## src/rtl/issue_queue_pkg.sv

```systemverilog
// Shared op-type codes, instruction-class encodings and RV32I opcode fields for the issue stage.
package issue_queue_pkg;

  localparam int OP_W = 6;

  typedef enum logic [2:0] {
    CLS_NONE,
    CLS_ALU,
    CLS_BR,
    CLS_LOAD,
    CLS_STORE,
    CLS_JUMP,
    CLS_UPPER
  } op_class_t;

  localparam logic [6:0] OPC_LUI    = 7'b0110111;
  localparam logic [6:0] OPC_AUIPC  = 7'b0010111;
  localparam logic [6:0] OPC_JAL    = 7'b1101111;
  localparam logic [6:0] OPC_JALR   = 7'b1100111;
  localparam logic [6:0] OPC_BRANCH = 7'b1100011;
  localparam logic [6:0] OPC_LOAD   = 7'b0000011;
  localparam logic [6:0] OPC_STORE  = 7'b0100011;
  localparam logic [6:0] OPC_OPIMM  = 7'b0010011;
  localparam logic [6:0] OPC_OP     = 7'b0110011;

  // Codes are grouped by class so the class can be recovered from ranges.
  localparam logic [OP_W-1:0] OP_NOP   = 6'd0;
  localparam logic [OP_W-1:0] OP_LUI   = 6'd1;
  localparam logic [OP_W-1:0] OP_AUIPC = 6'd2;
  localparam logic [OP_W-1:0] OP_JAL   = 6'd3;
  localparam logic [OP_W-1:0] OP_JALR  = 6'd4;
  localparam logic [OP_W-1:0] OP_BEQ   = 6'd5;
  localparam logic [OP_W-1:0] OP_BNE   = 6'd6;
  localparam logic [OP_W-1:0] OP_BLT   = 6'd7;
  localparam logic [OP_W-1:0] OP_BGE   = 6'd8;
  localparam logic [OP_W-1:0] OP_BLTU  = 6'd9;
  localparam logic [OP_W-1:0] OP_BGEU  = 6'd10;
  localparam logic [OP_W-1:0] OP_LB    = 6'd11;
  localparam logic [OP_W-1:0] OP_LH    = 6'd12;
  localparam logic [OP_W-1:0] OP_LW    = 6'd13;
  localparam logic [OP_W-1:0] OP_LBU   = 6'd14;
  localparam logic [OP_W-1:0] OP_LHU   = 6'd15;
  localparam logic [OP_W-1:0] OP_SB    = 6'd16;
  localparam logic [OP_W-1:0] OP_SH    = 6'd17;
  localparam logic [OP_W-1:0] OP_SW    = 6'd18;
  localparam logic [OP_W-1:0] OP_ADDI  = 6'd19;
  localparam logic [OP_W-1:0] OP_SLTI  = 6'd20;
  localparam logic [OP_W-1:0] OP_SLTIU = 6'd21;
  localparam logic [OP_W-1:0] OP_XORI  = 6'd22;
  localparam logic [OP_W-1:0] OP_ORI   = 6'd23;
  localparam logic [OP_W-1:0] OP_ANDI  = 6'd24;
  localparam logic [OP_W-1:0] OP_SLLI  = 6'd25;
  localparam logic [OP_W-1:0] OP_SRLI  = 6'd26;
  localparam logic [OP_W-1:0] OP_SRAI  = 6'd27;
  localparam logic [OP_W-1:0] OP_ADD   = 6'd28;
  localparam logic [OP_W-1:0] OP_SUB   = 6'd29;
  localparam logic [OP_W-1:0] OP_SLL   = 6'd30;
  localparam logic [OP_W-1:0] OP_SLT   = 6'd31;
  localparam logic [OP_W-1:0] OP_SLTU  = 6'd32;
  localparam logic [OP_W-1:0] OP_XOR   = 6'd33;
  localparam logic [OP_W-1:0] OP_SRL   = 6'd34;
  localparam logic [OP_W-1:0] OP_SRA   = 6'd35;
  localparam logic [OP_W-1:0] OP_OR    = 6'd36;
  localparam logic [OP_W-1:0] OP_AND   = 6'd37;

  function automatic op_class_t op_class(input logic [OP_W-1:0] op);
    op_class_t c;
    if (op == OP_NOP)                       c = CLS_NONE;
    else if (op == OP_LUI || op == OP_AUIPC) c = CLS_UPPER;
    else if (op == OP_JAL || op == OP_JALR)  c = CLS_JUMP;
    else if (op <= OP_BGEU)                  c = CLS_BR;
    else if (op <= OP_LHU)                   c = CLS_LOAD;
    else if (op <= OP_SW)                    c = CLS_STORE;
    else                                     c = CLS_ALU;
    return c;
  endfunction

endpackage

```

## src/rtl/issue_queue_if.sv

```systemverilog
// Fetch-side, stall/flush and dispatch bundle of the issue queue.
// master = issue queue, slave = surrounding pipeline.
interface issue_queue_if #(
  parameter int IQ_DEPTH  = 8,
  parameter int ROB_DEPTH = 16
);
  import issue_queue_pkg::*;

  localparam int CNT_W = $clog2(IQ_DEPTH) + 1;
  localparam int ROB_W = $clog2(ROB_DEPTH);

  logic             inst_valid;
  logic [31:0]      inst_from_if;
  logic [31:0]      pc_from_if;
  logic             iq_full;
  logic [CNT_W-1:0] iq_count;
  logic             flush;
  logic [ROB_W-1:0] flush_tag;
  logic             rob_full;
  logic             rs_full;
  logic             lsb_full;
  logic [OP_W-1:0]  op_out;
  logic [4:0]       rd_out;
  logic [4:0]       rs1_idx;
  logic [4:0]       rs2_idx;
  logic [31:0]      imm_out;
  logic [31:0]      pc_out;
  logic [ROB_W-1:0] rob_tag;
  logic             rob_send_enable;
  logic             rs_send_enable;
  logic             lsb_send_enable;

  modport master (
    input  inst_valid, inst_from_if, pc_from_if, flush, flush_tag,
           rob_full, rs_full, lsb_full,
    output iq_full, iq_count, op_out, rd_out, rs1_idx, rs2_idx, imm_out,
           pc_out, rob_tag, rob_send_enable, rs_send_enable, lsb_send_enable
  );

  modport slave (
    output inst_valid, inst_from_if, pc_from_if, flush, flush_tag,
           rob_full, rs_full, lsb_full,
    input  iq_full, iq_count, op_out, rd_out, rs1_idx, rs2_idx, imm_out,
           pc_out, rob_tag, rob_send_enable, rs_send_enable, lsb_send_enable
  );
endinterface

```

## src/rtl/issue_queue_inst_decoder.sv

```systemverilog
// Combinational RV32I decoder: op type, register indices (0 when unused), sign-extended immediate.
// Unknown or malformed encodings decode as OP_NOP with all fields zero and route to the RS.
module inst_decoder
  import issue_queue_pkg::*;
(
  input  logic [31:0]     inst,
  output logic [OP_W-1:0] op_type,
  output logic [4:0]      rd,
  output logic [4:0]      rs1,
  output logic [4:0]      rs2,
  output logic [31:0]     imm,
  output logic            is_mem
);

  logic [6:0]      opc;
  logic [2:0]      f3;
  logic [6:0]      f7;
  logic [31:0]     imm_i, imm_s, imm_b, imm_u, imm_j, imm_sh;
  logic [OP_W-1:0] op;
  logic [31:0]     imm_raw;
  logic            use_rd, use_rs1, use_rs2;
  op_class_t       cls;

  assign opc = inst[6:0];
  assign f3  = inst[14:12];
  assign f7  = inst[31:25];

  assign imm_i  = {{20{inst[31]}}, inst[31:20]};
  assign imm_s  = {{20{inst[31]}}, inst[31:25], inst[11:7]};
  assign imm_b  = {{19{inst[31]}}, inst[31], inst[7], inst[30:25], inst[11:8], 1'b0};
  assign imm_u  = {inst[31:12], 12'b0};
  assign imm_j  = {{11{inst[31]}}, inst[31], inst[19:12], inst[20], inst[30:21], 1'b0};
  // Immediate shifts carry only the shift amount.
  assign imm_sh = {27'b0, inst[24:20]};

  always_comb begin
    op      = OP_NOP;
    imm_raw = '0;
    use_rd  = 1'b0;
    use_rs1 = 1'b0;
    use_rs2 = 1'b0;
    case (opc)
      OPC_LUI: begin
        op = OP_LUI; imm_raw = imm_u; use_rd = 1'b1;
      end
      OPC_AUIPC: begin
        op = OP_AUIPC; imm_raw = imm_u; use_rd = 1'b1;
      end
      OPC_JAL: begin
        op = OP_JAL; imm_raw = imm_j; use_rd = 1'b1;
      end
      OPC_JALR: begin
        if (f3 == 3'b000) op = OP_JALR;
        imm_raw = imm_i; use_rd = 1'b1; use_rs1 = 1'b1;
      end
      OPC_BRANCH: begin
        case (f3)
          3'b000:  op = OP_BEQ;
          3'b001:  op = OP_BNE;
          3'b100:  op = OP_BLT;
          3'b101:  op = OP_BGE;
          3'b110:  op = OP_BLTU;
          3'b111:  op = OP_BGEU;
          default: op = OP_NOP;
        endcase
        imm_raw = imm_b; use_rs1 = 1'b1; use_rs2 = 1'b1;
      end
      OPC_LOAD: begin
        case (f3)
          3'b000:  op = OP_LB;
          3'b001:  op = OP_LH;
          3'b010:  op = OP_LW;
          3'b100:  op = OP_LBU;
          3'b101:  op = OP_LHU;
          default: op = OP_NOP;
        endcase
        imm_raw = imm_i; use_rd = 1'b1; use_rs1 = 1'b1;
      end
      OPC_STORE: begin
        case (f3)
          3'b000:  op = OP_SB;
          3'b001:  op = OP_SH;
          3'b010:  op = OP_SW;
          default: op = OP_NOP;
        endcase
        imm_raw = imm_s; use_rs1 = 1'b1; use_rs2 = 1'b1;
      end
      OPC_OPIMM: begin
        case (f3)
          3'b000:  op = OP_ADDI;
          3'b010:  op = OP_SLTI;
          3'b011:  op = OP_SLTIU;
          3'b100:  op = OP_XORI;
          3'b110:  op = OP_ORI;
          3'b111:  op = OP_ANDI;
          3'b001:  op = (f7 == 7'b0000000) ? OP_SLLI : OP_NOP;
          default: op = (f7 == 7'b0000000) ? OP_SRLI :
                        (f7 == 7'b0100000) ? OP_SRAI : OP_NOP;
        endcase
        imm_raw = (f3 == 3'b001 || f3 == 3'b101) ? imm_sh : imm_i;
        use_rd = 1'b1; use_rs1 = 1'b1;
      end
      OPC_OP: begin
        case ({f7, f3})
          10'b0000000_000: op = OP_ADD;
          10'b0100000_000: op = OP_SUB;
          10'b0000000_001: op = OP_SLL;
          10'b0000000_010: op = OP_SLT;
          10'b0000000_011: op = OP_SLTU;
          10'b0000000_100: op = OP_XOR;
          10'b0000000_101: op = OP_SRL;
          10'b0100000_101: op = OP_SRA;
          10'b0000000_110: op = OP_OR;
          10'b0000000_111: op = OP_AND;
          default:         op = OP_NOP;
        endcase
        use_rd = 1'b1; use_rs1 = 1'b1; use_rs2 = 1'b1;
      end
      default: op = OP_NOP;
    endcase
  end

  assign cls     = op_class(op);
  assign op_type = op;
  assign rd      = (use_rd  && cls != CLS_NONE) ? inst[11:7]  : 5'd0;
  assign rs1     = (use_rs1 && cls != CLS_NONE) ? inst[19:15] : 5'd0;
  assign rs2     = (use_rs2 && cls != CLS_NONE) ? inst[24:20] : 5'd0;
  assign imm     = (cls != CLS_NONE) ? imm_raw : 32'd0;
  assign is_mem  = (cls == CLS_LOAD) || (cls == CLS_STORE);

endmodule

```

## src/rtl/issue_queue.sv

```systemverilog
// Circular instruction queue that decodes its head and dispatches one instruction per cycle to RS/LSB with a ROB tag.
// Optional same-cycle dispatch of an instruction arriving at an empty queue: define ISSUE_BYPASS_EN.
module issue_queue
  import issue_queue_pkg::*;
#(
  parameter int IQ_DEPTH  = 8,
  parameter int ROB_DEPTH = 16
) (
  input  logic          clk,
  input  logic          rst,
  input  logic          rdy,
  issue_queue_if.master bus
);

  localparam int PTR_W = $clog2(IQ_DEPTH);
  localparam int CNT_W = PTR_W + 1;
  localparam int ROB_W = $clog2(ROB_DEPTH);
  localparam logic [CNT_W-1:0] FULL_COUNT = CNT_W'(IQ_DEPTH);

  logic [31:0]      inst_mem [IQ_DEPTH];
  logic [31:0]      pc_mem   [IQ_DEPTH];
  logic [PTR_W-1:0] head_reg, tail_reg;
  logic [CNT_W-1:0] count_reg;
  logic [ROB_W-1:0] tag_reg;

  logic [OP_W-1:0]  op_reg;
  logic [4:0]       rd_reg, rs1_reg, rs2_reg;
  logic [31:0]      imm_reg, pc_reg;
  logic [ROB_W-1:0] rob_tag_reg;
  logic             rob_send_reg, rs_send_reg, lsb_send_reg;

  logic [31:0]      head_inst, head_pc;
  logic [OP_W-1:0]  hd_op;
  logic [4:0]       hd_rd, hd_rs1, hd_rs2;
  logic [31:0]      hd_imm;
  logic             hd_is_mem;

  logic [OP_W-1:0]  sel_op;
  logic [4:0]       sel_rd, sel_rs1, sel_rs2;
  logic [31:0]      sel_imm, sel_pc;
  logic             sel_is_mem;

  logic             full, dispatch_q, bypass, fire, enq;

  assign head_inst = inst_mem[head_reg];
  assign head_pc   = pc_mem[head_reg];

  inst_decoder u_head_dec (
    .inst    (head_inst),
    .op_type (hd_op),
    .rd      (hd_rd),
    .rs1     (hd_rs1),
    .rs2     (hd_rs2),
    .imm     (hd_imm),
    .is_mem  (hd_is_mem)
  );

  assign full       = (count_reg == FULL_COUNT);
  assign dispatch_q = (count_reg != '0) && !bus.rob_full &&
                      (hd_is_mem ? !bus.lsb_full : !bus.rs_full);

`ifdef ISSUE_BYPASS_EN
  logic [OP_W-1:0] byp_op;
  logic [4:0]      byp_rd, byp_rs1, byp_rs2;
  logic [31:0]     byp_imm;
  logic            byp_is_mem;

  inst_decoder u_byp_dec (
    .inst    (bus.inst_from_if),
    .op_type (byp_op),
    .rd      (byp_rd),
    .rs1     (byp_rs1),
    .rs2     (byp_rs2),
    .imm     (byp_imm),
    .is_mem  (byp_is_mem)
  );

  // Only an empty queue may be bypassed, so ordering with queued entries is preserved.
  assign bypass     = (count_reg == '0) && bus.inst_valid && !bus.rob_full &&
                      (byp_is_mem ? !bus.lsb_full : !bus.rs_full);
  assign sel_op     = bypass ? byp_op     : hd_op;
  assign sel_rd     = bypass ? byp_rd     : hd_rd;
  assign sel_rs1    = bypass ? byp_rs1    : hd_rs1;
  assign sel_rs2    = bypass ? byp_rs2    : hd_rs2;
  assign sel_imm    = bypass ? byp_imm    : hd_imm;
  assign sel_pc     = bypass ? bus.pc_from_if : head_pc;
  assign sel_is_mem = bypass ? byp_is_mem : hd_is_mem;
`else
  assign bypass     = 1'b0;
  assign sel_op     = hd_op;
  assign sel_rd     = hd_rd;
  assign sel_rs1    = hd_rs1;
  assign sel_rs2    = hd_rs2;
  assign sel_imm    = hd_imm;
  assign sel_pc     = head_pc;
  assign sel_is_mem = hd_is_mem;
`endif

  assign fire = dispatch_q || bypass;
  assign enq  = bus.inst_valid && (!full || dispatch_q) && !bypass;

  always_ff @(posedge clk) begin
    if (rdy && !bus.flush && enq) begin
      inst_mem[tail_reg] <= bus.inst_from_if;
      pc_mem[tail_reg]   <= bus.pc_from_if;
    end
  end

  always_ff @(posedge clk or negedge rst) begin
    if (!rst) begin
      head_reg     <= '0;
      tail_reg     <= '0;
      count_reg    <= '0;
      tag_reg      <= '0;
      op_reg       <= '0;
      rd_reg       <= '0;
      rs1_reg      <= '0;
      rs2_reg      <= '0;
      imm_reg      <= '0;
      pc_reg       <= '0;
      rob_tag_reg  <= '0;
      rob_send_reg <= 1'b0;
      rs_send_reg  <= 1'b0;
      lsb_send_reg <= 1'b0;
    end else if (rdy) begin
      if (bus.flush) begin
        head_reg     <= '0;
        tail_reg     <= '0;
        count_reg    <= '0;
        tag_reg      <= bus.flush_tag;
        rob_send_reg <= 1'b0;
        rs_send_reg  <= 1'b0;
        lsb_send_reg <= 1'b0;
      end else begin
        if (enq)        tail_reg <= tail_reg + PTR_W'(1);
        if (dispatch_q) head_reg <= head_reg + PTR_W'(1);
        count_reg    <= count_reg + CNT_W'(enq) - CNT_W'(dispatch_q);
        rob_send_reg <= fire;
        rs_send_reg  <= fire && !sel_is_mem;
        lsb_send_reg <= fire && sel_is_mem;
        if (fire) begin
          op_reg      <= sel_op;
          rd_reg      <= sel_rd;
          rs1_reg     <= sel_rs1;
          rs2_reg     <= sel_rs2;
          imm_reg     <= sel_imm;
          pc_reg      <= sel_pc;
          rob_tag_reg <= tag_reg;
          tag_reg     <= tag_reg + ROB_W'(1);
        end
      end
    end
  end

  assign bus.iq_full         = full;
  assign bus.iq_count        = count_reg;
  assign bus.op_out          = op_reg;
  assign bus.rd_out          = rd_reg;
  assign bus.rs1_idx         = rs1_reg;
  assign bus.rs2_idx         = rs2_reg;
  assign bus.imm_out         = imm_reg;
  assign bus.pc_out          = pc_reg;
  assign bus.rob_tag         = rob_tag_reg;
  assign bus.rob_send_enable = rob_send_reg;
  assign bus.rs_send_enable  = rs_send_reg;
  assign bus.lsb_send_enable = lsb_send_reg;

endmodule

```

## src/flat_wrapper.sv

```systemverilog
// flat-port wrapper written by rule: the top's interface ports become plain ports
module issue_queue_flat import issue_queue_pkg::*;
#(
  parameter int IQ_DEPTH  = 8,
  parameter int ROB_DEPTH = 16
)
  (clk, rst, rdy, bus_inst_valid, bus_inst_from_if, bus_pc_from_if, bus_flush, bus_flush_tag, bus_rob_full, bus_rs_full, bus_lsb_full, bus_iq_full, bus_iq_count, bus_op_out, bus_rd_out, bus_rs1_idx, bus_rs2_idx, bus_imm_out, bus_pc_out, bus_rob_tag, bus_rob_send_enable, bus_rs_send_enable, bus_lsb_send_enable);
  issue_queue_if #(.IQ_DEPTH(IQ_DEPTH), .ROB_DEPTH(ROB_DEPTH)) bus_i ();
  input  logic clk;
  input  logic rst;
  input  logic rdy;
  input wire logic [$bits(bus_i.inst_valid)-1:0] bus_inst_valid;
  input wire logic [$bits(bus_i.inst_from_if)-1:0] bus_inst_from_if;
  input wire logic [$bits(bus_i.pc_from_if)-1:0] bus_pc_from_if;
  input wire logic [$bits(bus_i.flush)-1:0] bus_flush;
  input wire logic [$bits(bus_i.flush_tag)-1:0] bus_flush_tag;
  input wire logic [$bits(bus_i.rob_full)-1:0] bus_rob_full;
  input wire logic [$bits(bus_i.rs_full)-1:0] bus_rs_full;
  input wire logic [$bits(bus_i.lsb_full)-1:0] bus_lsb_full;
  output wire logic [$bits(bus_i.iq_full)-1:0] bus_iq_full;
  output wire logic [$bits(bus_i.iq_count)-1:0] bus_iq_count;
  output wire logic [$bits(bus_i.op_out)-1:0] bus_op_out;
  output wire logic [$bits(bus_i.rd_out)-1:0] bus_rd_out;
  output wire logic [$bits(bus_i.rs1_idx)-1:0] bus_rs1_idx;
  output wire logic [$bits(bus_i.rs2_idx)-1:0] bus_rs2_idx;
  output wire logic [$bits(bus_i.imm_out)-1:0] bus_imm_out;
  output wire logic [$bits(bus_i.pc_out)-1:0] bus_pc_out;
  output wire logic [$bits(bus_i.rob_tag)-1:0] bus_rob_tag;
  output wire logic [$bits(bus_i.rob_send_enable)-1:0] bus_rob_send_enable;
  output wire logic [$bits(bus_i.rs_send_enable)-1:0] bus_rs_send_enable;
  output wire logic [$bits(bus_i.lsb_send_enable)-1:0] bus_lsb_send_enable;
  assign bus_i.inst_valid = bus_inst_valid;
  assign bus_i.inst_from_if = bus_inst_from_if;
  assign bus_i.pc_from_if = bus_pc_from_if;
  assign bus_i.flush = bus_flush;
  assign bus_i.flush_tag = bus_flush_tag;
  assign bus_i.rob_full = bus_rob_full;
  assign bus_i.rs_full = bus_rs_full;
  assign bus_i.lsb_full = bus_lsb_full;
  assign bus_iq_full = bus_i.iq_full;
  assign bus_iq_count = bus_i.iq_count;
  assign bus_op_out = bus_i.op_out;
  assign bus_rd_out = bus_i.rd_out;
  assign bus_rs1_idx = bus_i.rs1_idx;
  assign bus_rs2_idx = bus_i.rs2_idx;
  assign bus_imm_out = bus_i.imm_out;
  assign bus_pc_out = bus_i.pc_out;
  assign bus_rob_tag = bus_i.rob_tag;
  assign bus_rob_send_enable = bus_i.rob_send_enable;
  assign bus_rs_send_enable = bus_i.rs_send_enable;
  assign bus_lsb_send_enable = bus_i.lsb_send_enable;
  issue_queue #(.IQ_DEPTH(IQ_DEPTH), .ROB_DEPTH(ROB_DEPTH)) u_core (.clk(clk), .rst(rst), .rdy(rdy), .bus(bus_i));
endmodule
```

## config.mk

```make
export PLATFORM = sky130hd
export DESIGN_NAME = issue_queue_flat
export DESIGN_NICKNAME = d
export VERILOG_FILES = /design/src/rtl/issue_queue_pkg.sv /design/src/rtl/issue_queue_if.sv /design/src/rtl/issue_queue_inst_decoder.sv /design/src/rtl/issue_queue.sv /design/src/flat_wrapper.sv
export SDC_FILE = /design/constraint.sdc
export NUM_CORES = 1
export LEC_CHECK = 0
export ABC_CLOCK_PERIOD_IN_PS = 11560
export CORE_ASPECT_RATIO = 1.4
export CORE_MARGIN = 10
export CORE_UTILIZATION = 30
export DETAILED_ROUTE_END_ITERATION = 16
export HOLD_SLACK_MARGIN = 0.12
export SLEW_MARGIN = 20
export SYNTH_ARGS = -nofsm -noshare
export SYNTH_HDL_FRONTEND = slang
export SYNTH_SLANG_ARGS = --single-unit
export TNS_END_PERCENT = 5
```

## constraint.sdc

```tcl
create_clock -name clk -period 11.56 [get_ports clk]
set_input_delay 3.468 -clock clk [delete_from_list [all_inputs] [get_ports clk]]
set_output_delay 3.468 -clock clk [all_outputs]
set_load 0.05 [all_outputs]
```

Word-level counts from Yosys, hierarchy flattened
Memories as Yosys holds them, arrays and structs flattened. A register that Yosys moved wholly into a read port is not among the register bits. Index checks and enable logic that the tools add are counted.

Memories kept: 2. Bits in writable memories: 512. Bits of input ports: 76. Output and inout bits: 97. Flip-flop bits (word level): 74. Logic and storage cells: 133.

Reduce and logical (&&, ||, !) cells: 38. Equal/unequal tests: 33. $add $sub $neg: 5. Bitwise logic cells: 1. Mux-type cells: 38. Magnitude comparators: 3.

Memories: u_core.inst_mem (depth 8, bits a word 32, read ports 1, clocked after Yosys merged registers in 0, wr ports 1, RTL line issue_queue.sv:20) `logic [31:0] inst_mem [IQ_DEPTH];`; u_core.pc_mem (depth 8, bits a word 32, read ports 1, clocked after Yosys merged registers in 1, wr ports 1, RTL line issue_queue.sv:21) `logic [31:0] pc_mem [IQ_DEPTH];`.

Operators with widths (number): one-hot mux 32 bit (6 select lines) (1); 2-to-1 mux 32 bit (2); one-hot mux 6 bit (10 select lines) (1); one-hot mux 6 bit (9 select lines) (1); equality test 10 x 3 -> 1 bit, second input constant (4); one-hot mux 5 bit (7 select lines) (1); 2-to-1 mux 3 bit (11); 2-to-1 mux 5 bit (6); equality test 7 x 6 -> 1 bit, second input constant (4); one-hot mux 4 bit (6 select lines) (1); equality test 7 bit, second input constant (3); equality test 10 x 2 -> 1 bit, second input constant (2); equality test 10 x 9 -> 1 bit, second input constant (2); one-hot mux 4 bit (5 select lines) (1); equality test 3 bit, second input constant (5); one-hot mux 5 bit (3 select lines) (1); equality test 7 x 5 -> 1 bit, second input constant (2); equality test 6 x 2 -> 1 bit, second input constant (2); <= comparator 6 x 4 -> 1 bit, second input constant (2); 2-to-1 mux 4 bit (3); equality test 10 x 1 -> 1 bit, second input constant (1); logical AND 1 bit (10); zero test 10 bit (1); equality test 3 x 2 -> 1 bit, second input constant (3); other kinds (26) (48).

Longest topological paths before layout
An unclocked memory read counts as a cell.

Depth in word-level cells: 22. Mapped depth: 22.

Modules after synthesis
From an unflattened synthesis, not the netlist that was laid out.

Cells, all modules: 1313. Area, all modules: 24891.4 µm².

Modules (own cells, without submodules): issue_queue (area each 23396.2 µm², instances 1, cells each 1078); inst_decoder (area each 1495.2 µm², instances 1, cells each 235).

Least setup slack after synthesis
Ideal clock, no wire load.

Path kind: input port to flip-flop. Start: in bus_rob_full. End: mem u_core.inst_mem[3][0], enable pin. Library setup time: 0.565 ns. Stages on the path: 6. Setup slack: 2.258 ns. Buffers on the path: 1. Data required time: 10.995 ns. Arrival time: 8.738 ns. Cell sequence: a21oi_1 nand3_2 clkinv_2 o21ai_2 buf_6 nor3_1.

Word-level cells in the longest chain between the ends: 8.

RTL lines: from (decl) (RTL line flat_wrapper.sv:17) `input wire logic [$bits(bus_i.rob_full)-1:0] bus_rob_full;`; zero test 1 bit (RTL line issue_queue.sv:59) `assign dispatch_q = (count_reg != '0) && !bus.rob_full &&`; logical AND 1 bit (2 in series) (RTL line issue_queue.sv:59); logical OR 1 bit (RTL line issue_queue.sv:100) `assign enq = bus.inst_valid && (!full || dispatch_q) && !bypass;`; logical AND 1 bit (RTL line issue_queue.sv:100); logical AND 1 bit (RTL line issue_queue.sv:103) `if (rdy && !bus.flush && enq) begin`; 2-to-1 mux 1 bit (RTL line issue_queue.sv:103); 2-to-1 mux 1 bit (implied by the code) (RTL line issue_queue.sv:104) `inst_mem[tail_reg] <= bus.inst_from_if;`; to (decl) (RTL line issue_queue.sv:20).

No other way between the ends.

Worst setup path in the final report
Start: reg u_core.head_reg[1]. End: mem u_core.inst_mem[2][22], enable pin.

Word-level cells in the longest chain between the ends: 22.

RTL lines: from (decl) (RTL line issue_queue.sv:22) `logic [PTR_W-1:0] head_reg, tail_reg;`; from (signal assigned) (RTL line issue_queue.sv:136) `if (dispatch_q) head_reg <= head_reg + PTR_W'(1);`; memory (8 x 32 bit) (*); equality test 7 x 6 -> 1 bit (RTL line issue_queue_inst_decoder.sv:98) `(f7 == 7'b0100000) ? OP_SRAI : OP_NOP;`; 2-to-1 mux 5 bit (RTL line issue_queue_inst_decoder.sv:98); 2-to-1 mux 5 bit (RTL line issue_queue_inst_decoder.sv:97) `default: op = (f7 == 7'b0000000) ? OP_SRLI :`; one-hot mux 5 bit (7 select lines) (RTL line issue_queue_inst_decoder.sv:89) `case (f3)`; one-hot mux 6 bit (9 select lines) (*) (RTL line issue_queue_inst_decoder.sv:42) `case (opc)`; <= comparator 6 x 5 -> 1 bit (RTL line issue_queue_pkg.sv:73) `else if (op <= OP_SW) c = CLS_STORE;`; 2-to-1 mux 3 bit (RTL line issue_queue_pkg.sv:73); [6 not listed]; logical OR 1 bit (*) (RTL line issue_queue_inst_decoder.sv:129) `assign is_mem = (cls == CLS_LOAD) || (cls == CLS_STORE);`; 2-to-1 mux 1 bit (*) (RTL line issue_queue.sv:60) `(hd_is_mem ? !bus.lsb_full : !bus.rs_full);`; logical AND 1 bit (*) (RTL line issue_queue.sv:59); logical OR 1 bit (*) (RTL line issue_queue.sv:100); logical AND 1 bit (*) (RTL line issue_queue.sv:100); logical AND 1 bit (*) (RTL line issue_queue.sv:103); 2-to-1 mux 1 bit (*) (RTL line issue_queue.sv:103); 2-to-1 mux 1 bit (implied by the code) (*) (RTL line issue_queue.sv:104).

Every way passes the cells marked *; elsewhere a longest branch is shown, timed or not.

==> key figures <==
Global route
  – Vias in the first global route: about 14000
  – Initial antenna violation count: 17
  – Global-route usage over all layers: 0.129
  – Largest net degree at the start of global routing: roughly 110
  – Remaining global-route overflow: 0
  – First-pass GRT wire length: 90800 um

Cells and area
  – Largest registers: u_core.inst_mem: 256 flops, u_core.pc_mem: 256 flops
  – Fraction of layout cells with a size suffix above 1: 0.177
  – Net count of the finished layout: 1653
  – Area Growth Syn to Fin: 20.7%
  – FILL cells: 7693

Synthesis
  – Syn Inst Count: between 1000 and 1500
  – Adder and majority gate portion of the synthesized area: 0.00538
  – Ys async rst share: 0.172
  – Mux contribution to synthesized area: 0.143
  – Mapped Nets: 1461
  – Post-synthesis xor/xnor area fraction: 0.00178
  – Post-synth EDFFs: 512
  – Primary FF master, synth: edfxtp_1
  – Simple-gate share of the synthesized area: 0.0482
  – Number of synthesized register bits: 618
  – Largest family of logic cells by synthesized area: multiplexers
  – Syn Area/Cell: 17.9 sq um
  – YS warnings: 0
  – Compound-Gate Fraction of Synth Area: 0.0520
  – Yosys cell types: 71
  – Sequential cell area fraction in the yosys report: 0.732
  – Mapped Area: 24600 sq um

Floorplanning
  – Standard-cell row count: ~120
  – Core box area: 81600 sq um
  – Starting Density: 0.302
  – Die Y: roughly 360 um
  – Die area: around 94000 sq um
  – Die width: ~260 um
  – Number of I/O pins: about 170

Placement
  – DP HPWL: between 30000 and 40000 um
  – Post-Place Worst Slack: between 4 and 5 ns
  – # port buffers: 172
  – Routability cong.: 0.866

Pwr
  – P per Cell Area: 202 nW/um^2
  – Worst VDD drop: about 0.00013 V
  – Lkg Pwr: slightly below 10 nW

Worst hold path
  – Min-delay worst type: flop to flop

Detailed routing
  – Vias per cell: 4.91
  – Detailed-route via count: about 13000
  – DRT antenna net count: 0
  – Iter 0 DRT Violations: around 1100
  – Top sig layer: met5
  – Detailed-routed wire length on met3: between 4000 and 5000 um
  – Met2 wire length: 30800 um
  – DRT Pass-1 Iters: 5
  – Wl on met1: 24800 um
  – Drt total wl: 61500 um
  – WL/cell: approximately 23 um
  – # DRC: 0

Clocking
  – Worst-Skew Late Latency: 0.59 ns
  – # hold bufs at CTS: 0
  – TritonCTS clock tree: yes
  – CTS root buf: clkbuf_16
  – Postcts setup bufs: 0
  – Post-cts gate resize count: 0
  – Htree depth: 3
  – CTS Buf Count: 67
  – Clock transition at path regs: 0.06 ns
  – Worst-case clock buffer depth: 3
  – CTS Sinks: around 600

Timing
  – Clk_skew: 0.0272 ns
  – Count of pins over their slew limit: 0
  – Worst-Margin Slew: 1.13 ns
  – Fin crit share: 0.631
  – Final Setup Violations: 0
  – Worst Slack Setup Final: 4.26 ns
  – Crit path time final: 7.30 ns
  – Final hold vios: 0
  – Worst rel slew slack: 0.245
  – Setup_tns: 0 ns
  – Max Freq: 137 MHz
  – RSZ-0062 raised after global routing: false

Setup path
  – Kind of critical path: flop to flop
  – Startpoint class of the critical path: flop
  – Worst Setup End Kind: flop
  – Crit Path Max Fanout: 71
  – Crit path arrival time: 7.52 ns
  – WP data required: 11.79 ns

Run
  – Max Cap Viol: 0

Outcome
  – Status: finished clean
[layout make-up]
class / count / area (sq um) / area share
sequential: 618 / 18000 / 0.606
multi-input combinational: 664 / 6240 / 0.210
timing repair buffer: 195 / 1910 / 0.0642
clock buffer: 89 / 1830 / 0.0615
tap: 1071 / 1340 / 0.0451
clock inverter: 30 / 297 / 0.00997
inverter: 21 / 82.6 / 0.00278
antenna: 3 / 7.51 / 0.000252
[critical path, stage by stage (launching register included)]
cell      delay, ns
dfrtp_4        1.06
buf_4          0.88
mux4_2         0.43
mux2i_1        0.83
xnor2_1        0.25
and3_1         0.25
o311ai_0       0.33
nand4_1        0.21
a21bo_2        0.29
nand3_2        0.14
nand3_2        0.14
clkinv_2       0.16
o21ai_2        0.25
nor4_4         0.27
buf_4          0.55
buf_4          0.61
[layer usage]
metal / global-route usage / vias up
met5: 0 / -
met2: 0.217 / 430
met3: 0.0338 / 120
met4: 0.0404 / 12
met1: 0.159 / 6798
li1: - / 5847
[synth_stat cells (6+ instances only)]
cell type	number	area share
mux4_2	120	0.11
o22ai_1	12	0.0030
mux2_2	12	0.0055
o31ai_1	19	0.0058
nor2_1	37	0.0056
and2_1	7	0.0018
buf_4	7	0.0021
mux2i_1	62	0.025
edfxtp_1	512	0.62
a21oi_1	14	0.0028
clkbuf_1	30	0.0046
o21ai_0	65	0.013
nor2b_1	6	0.0015
buf_1	11	0.0017
ha_1	9	0.0046
inv_1	19	0.0029
nand2_1	129	0.020
dfrtp_1	106	0.11
o21ai_1	35	0.0071
nand2b_1	6	0.0015
nand3_1	16	0.0033
nor3_1	17	0.0035
buf_2	21	0.0043
[power breakdown]
part / switching [mW] / total [mW] / internal, mW
Combinational: 0.788 / 1.26 / 0.476
Sequential: 0.116 / 2.68 / 2.56
Clock: 0.847 / 2.07 / 1.23
[logic make-up (layout without fill, tap and decap cells)]
group                    count (synthesis)  in the layout
AO/OA/AOI/OAI                          200            200
XOR/XNOR                                 5              5
adder cells (fa/ha/maj)                 10             10
buffers and inverters                   93            335
flip-flops                             618            618
multiplexers                           199            199
other                                    0              3
AND/OR/NAND/NOR                        250            250
[layout by cell type, fill, tap and decap left out, types with 5 or more instances in the layout]
cell type and n:
clkinv_2 12, nand3_1 16, o31ai_1 18, clkbuf_1 15, dfrtp_1 104, and2_1 7, ha_1 9, xnor2_1 5
o21ai_0 65, clkbuf_16 67, o21ai_1 35, nor2b_1 6, mux4_2 120, clkbuf_8 7, clkinv_1 6, clkinvlp_4 5
mux2_4 5, bufinv_16 5, a22oi_1 5, nand2_1 129, nand3b_1 5, clkdlybuf4s50_1 171, nor3_1 13, nand2b_1 6
buf_4 22, a21oi_1 14, edfxtp_1 512, mux2i_1 62, nor3_2 6, mux2_2 12, nor2_1 37, o22ai_1 12
inv_1 18
[worst paths after layout]
check,startpoint,endpoint,slack (ns),cells after the start
min in group asynchronous,rst,u_core.bus.imm_out[30],2.80,1
min reg2reg,u_core.bus.rd_out[4],u_core.bus.rd_out[4],0.47,2
max reg2reg,u_core.head_reg[1],u_core.inst_mem[2][22],4.26,15
min,u_core.bus.rd_out[4],u_core.bus.rd_out[4],0.47,2
max,u_core.head_reg[1],u_core.inst_mem[2][22],4.26,15
max in group asynchronous,rst,u_core.head_reg[0],7.35,2
[metrics by stage]
stage	std cells	power, mW	hold WS (ns)	cell area (sq um)	utilization
2_1_floorplan	1375	3.56	0.515	24600	-
3_3_place_gp	2568	4.00	0.465	27600	0.338
3_5_place_dp	2568	4.01	0.469	27600	0.338
4_1_cts	2687	6.09	0.482	29700	0.364
5_1_grt	2689	6.27	0.502	29700	0.364
6_report	2691	6.02	0.475	29700	0.364
(Power assumes the default switching activity.)
